File: config.mk
export PLATFORM = sky130hd
export DESIGN_NAME = piso_tx
export DESIGN_NICKNAME = d
export VERILOG_FILES = /design/src/rtl/piso_pkg.sv /design/src/rtl/piso_tx.sv
export SDC_FILE = /design/constraint.sdc
export NUM_CORES = 1
export LEC_CHECK = 0
export BUFFER_PORTS_ARGS = -buffer_cell sky130_fd_sc_hd__buf_4
export CAP_MARGIN = 15
export CORE_AREA = 2 2 39 41
export DETAILED_ROUTE_END_ITERATION = 16
export DIE_AREA = 0 0 41 43
export SETUP_SLACK_MARGIN = 0.3
export SYNTH_ARGS = -nofsm -noshare
export SYNTH_HDL_FRONTEND = slang
export SYNTH_SLANG_ARGS = --single-unit
File: constraint.sdc
create_clock -name clk -period 1.7 [get_ports clk]
set_clock_uncertainty 0.15 [all_clocks]
set_input_delay 0.17 -clock clk [delete_from_list [all_inputs] [get_ports clk]]
set_output_delay 0.17 -clock clk [all_outputs]
set_load 0.02 [all_outputs]
File: src/rtl/piso_pkg.sv
// piso_pkg: shared state type and index-width helper for the PISO transmitter
package piso_pkg;
    typedef enum logic {IDLE, SHIFT} state_t;
    function automatic int idx_w(input int width);
        return (width > 1) ? $clog2(width) : 1;
    endfunction
endpackage

File: src/rtl/piso_tx.sv
// piso_tx: valid/ready parallel-in serial-out transmitter with frame markers and gapless reload
module piso_tx
    import piso_pkg::*;
#(
    parameter int WIDTH = 4,
    parameter bit MSB_FIRST = 1'b1
) (
    input  logic             clk,
    input  logic             rst,
    input  logic [WIDTH-1:0] din,
    input  logic             din_valid,
    output logic             din_ready,
    input  logic             shift_en,
    output logic             dout,
    output logic             dout_valid,
    output logic             frame_start,
    output logic             frame_end,
    output logic             busy
);
    localparam int IW = idx_w(WIDTH);
    localparam logic [IW-1:0] LAST = IW'(WIDTH - 1);
    state_t state_q, state_d;
    logic [WIDTH-1:0] sreg_q, sreg_d;
    logic [IW-1:0] idx_q, idx_d;
    logic last, step, accept;
    // handshake, next state and shift datapath; the last-bit edge can accept a new word
    always_comb begin
        last = (idx_q == LAST);
        step = (state_q == SHIFT) && shift_en;
        din_ready = !rst && ((state_q == IDLE) || (step && last));
        accept = din_valid && din_ready;
        state_d = accept ? SHIFT : (step && last) ? IDLE : state_q;
        sreg_d = accept ? din : !step ? sreg_q : MSB_FIRST ? (sreg_q << 1) : (sreg_q >> 1);
        idx_d = (accept || (step && last)) ? '0 : step ? idx_q + IW'(1) : idx_q;
    end
    // FSM state register
    always_ff @(posedge clk or posedge rst) begin
        if (rst) state_q <= IDLE;
        else     state_q <= state_d;
    end
    // shift register, zero-filled as bits leave
    always_ff @(posedge clk or posedge rst) begin
        if (rst) sreg_q <= '0;
        else     sreg_q <= sreg_d;
    end
    // bit index within the current word
    always_ff @(posedge clk or posedge rst) begin
        if (rst) idx_q <= '0;
        else     idx_q <= idx_d;
    end
    // outputs decode only from flops, so they move on the clock edge or on reset
    always_comb begin
        busy = (state_q == SHIFT);
        dout_valid = busy;
        dout = busy && (MSB_FIRST ? sreg_q[WIDTH-1] : sreg_q[0]);
        frame_start = busy && (idx_q == '0);
        frame_end = busy && (idx_q == LAST);
    end
endmodule
==> results.toml <==
[worst_setup_path]
reg2reg_slack_ns = 0.14
r2r_start = "idx_q[1]$_DFFE_PP0P_"
worstPathArrival_ns = 1.26
critPathKind = "register to output pin"
cp_num_buf_inv = 1
critical_path.max_fanout = 3
critPathMaxStageDelay_ns = 0.41
critical_path_required_ns = 1.38
r2r-end = "sreg_q[1]$_DFFE_PP0P_"
path_delay_family = "flip-flops"
cp_slowest_cell = "dfrtp_1"
cp_cell_sequence = "ha_4, a21boi_4, nor2_1, buf_4"
endpoint_kind = "output pin"
r2r_cells = 4
startpoint_type = "register"

[routing]
vias = 324
wl_per_cell_um = 10.1
dr.pass1.iters = 2
viasPerCell = 4.15
wirelength_um = 787
remaining_drc_errors = 0
first_iter_violations = 5
drtAntennaViolNets = 0

[power_and_ir_drop]
power_switching_uw = 389
p_per_area_nw_per_um2 = 1600
internal_power_uw = 706
ir_worst_vdd_v = 0.000688
p_leak_uw = 0.000338
pwr-share-seq = 0.270
p_comb_frac = 0.594
p_clk_frac = 0.136
p_sw_frac = 0.355

[sta]
tns_ns = 0
period_share = 0.927
setup_viol = 0
slew_viol_final = 0
fmax_mhz = 635
finalHoldViolations = 0
fin_ws_ns = 0.125
finalCriticalPeriod_ns = 1.58
worstMarginPinSlew_ns = 0.281
rsz0062_at_grt = "yes"
timing.slew.headroom = 0.812
holdWs_ns = 0.0108

[synthesis]
syn-instance-count = 36
synthesis.nets = 46
ys_ff_latch = 7
mappedNetlistArea_um2 = 419
ys_types = 17
avgSynthCellArea_um2 = 11.6
yosysWarnings = 0
yosysSeqAreaShare = 0.418

[status]
status = "finished, final reports clean"

[clock_network]
clockBufferDepth = 2
cts_root_buf = "clkbuf_4"
h-tree-depth = 1
cts.sinks = 7
cts_buffers = 3
insertion_delay_ns = 0.25
cts_tree = "built"
cts.clk_slew.worst_paths_ns = 0.05

[layout]
synthToLayoutAreaGrowth_pct = 63.0
fill_cells = 125
nets = 73
mostFrequentLayoutCells = "buf_4, dfrtp_1"
diodes = 0
drive_above_1_share = 0.629
final_common_cell = "buf_4"

[global_routing]
grt_overflow = 0
grtUsageTotal = 0.114
grt_pass1_vias = 334
grt_start_max_net_pins = 8
grt_pass1_wl_um = 1290
antenna_found_initial = 0

[worst_hold_path]
min_to = "sreg_q[1]$_DFFE_PP0P_"
min_path_cells = 2
hold_class = "input pin to register"
hp-start = "din[1]"

[die]
core_um2 = 1380
die_y_um = 43
pin_count = 14
die_w_um = 41
dieArea_um2 = 1760
rows = 14
start_util = 0.303

[placed_design]
pre_cts_slack_ns = 0.0289
port_buffers = 13
gp_congestion = 0.599
hpwl_um = 534

[flow_run]
cap_violations = 0
[cell type report]
type	count	area, um^2	share of cell area
clock buffer	4	26.3	0.0385
tap	16	20.0	0.0293
multi-input combinational	24	251	0.368
timing repair buffer	23	191	0.280
inverter	4	17.5	0.0256
sequential	7	176	0.258
[flip-flops by register name, summed over array words and instances (netlist names)]
signal and flops:
idx_q 2, sreg_q 4, busy 1
[stage by stage]
stage	total power, uW	area [um^2]	util	std cells
6_report	1100	683	0.494	78
3_3_place_gp	801	551	0.398	65
4_1_cts	1050	652	0.471	76
3_5_place_dp	808	551	0.398	65
2_1_floorplan	655	433	-	36
5_1_grt	1190	683	0.494	78
[timing repair]
item,in CTS,in global routing
resized for setup,6,3
endpoints found under the hold margin,9,0
pin swaps,3,3
buffers inserted,4,2
setup endpoints to repair,8,10
hold buffers,3,0
[how the worst max path moves through the flow]
| stage | from | to | slack, ns | depth (start not counted) |
|---|---|---|---|---|
| 2_1_floorplan | busy$_DFFE_PP0P_ | sreg_q[1]$_DFFE_PP0P_ | 0.13 | 3 |
| 3_3_place_gp | idx_q[0]$_DFFE_PP0P_ | sreg_q[1]$_DFFE_PP0P_ | 0.04 | 4 |
| 3_5_place_dp | idx_q[0]$_DFFE_PP0P_ | sreg_q[1]$_DFFE_PP0P_ | 0.03 | 4 |
| 4_1_cts | idx_q[0]$_DFFE_PP0P_ | din_ready | 0.12 | 4 |
| 5_1_grt | idx_q[0]$_DFFE_PP0P_ | sreg_q[1]$_DFFE_PP0P_ | 0.06 | 4 |
| 6_report | idx_q[0]$_DFFE_PP0P_ | din_ready | 0.12 | 4 |
[layer usage]
layer | up-vias | share of wire | track usage | routed length, um
met5 | - | 0 | 0 | 0
met4 | 0 | 0.010 | 0.100 | 8
met3 | 2 | 0.053 | 0.0471 | 42
met2 | 11 | 0.48 | 0.150 | 374
met1 | 142 | 0.46 | 0.136 | 362
li1 | 169 | - | - | -
[cells by family after synthesis]
| group | after synthesis | share of synthesized area |
|---|---|---|
| muxes | 8 | 0.218 |
| DFF | 7 | 0.418 |
| and+or+nand+nor | 12 | 0.194 |
| adders and majority gates | 2 | 0.0597 |
| buffers and inverters | 5 | 0.0537 |
| AOI/OAI and AO/OA | 2 | 0.0567 |
[power groups by stage]
stage	clock network (uW)	registers, uW	logic, uW
floorplan	0	311	344
global route	170	310	709
detailed placement	0	303	505
finish	149	296	650
global placement	0	301	500
CTS	157	296	593
[synth_stat cells]
library cell,instances,area [um^2]
mux2i_1,2,20.0
mux2_2,3,33.8
mux2_4,1,15.0
nand2_1,2,7.51
ha_1,2,25.0
a21oi_1,1,5.00
inv_1,4,15.0
buf_4,1,7.51
and2_2,3,22.5
dfrtp_1,7,175
nand2_2,1,6.26
mux2_1,2,22.5
nand4b_1,1,8.76
a21boi_4,1,18.8
nor2_1,3,11.3
nor3b_4,1,18.8
or2_2,1,6.26
(Power assumes the default switching activity.)
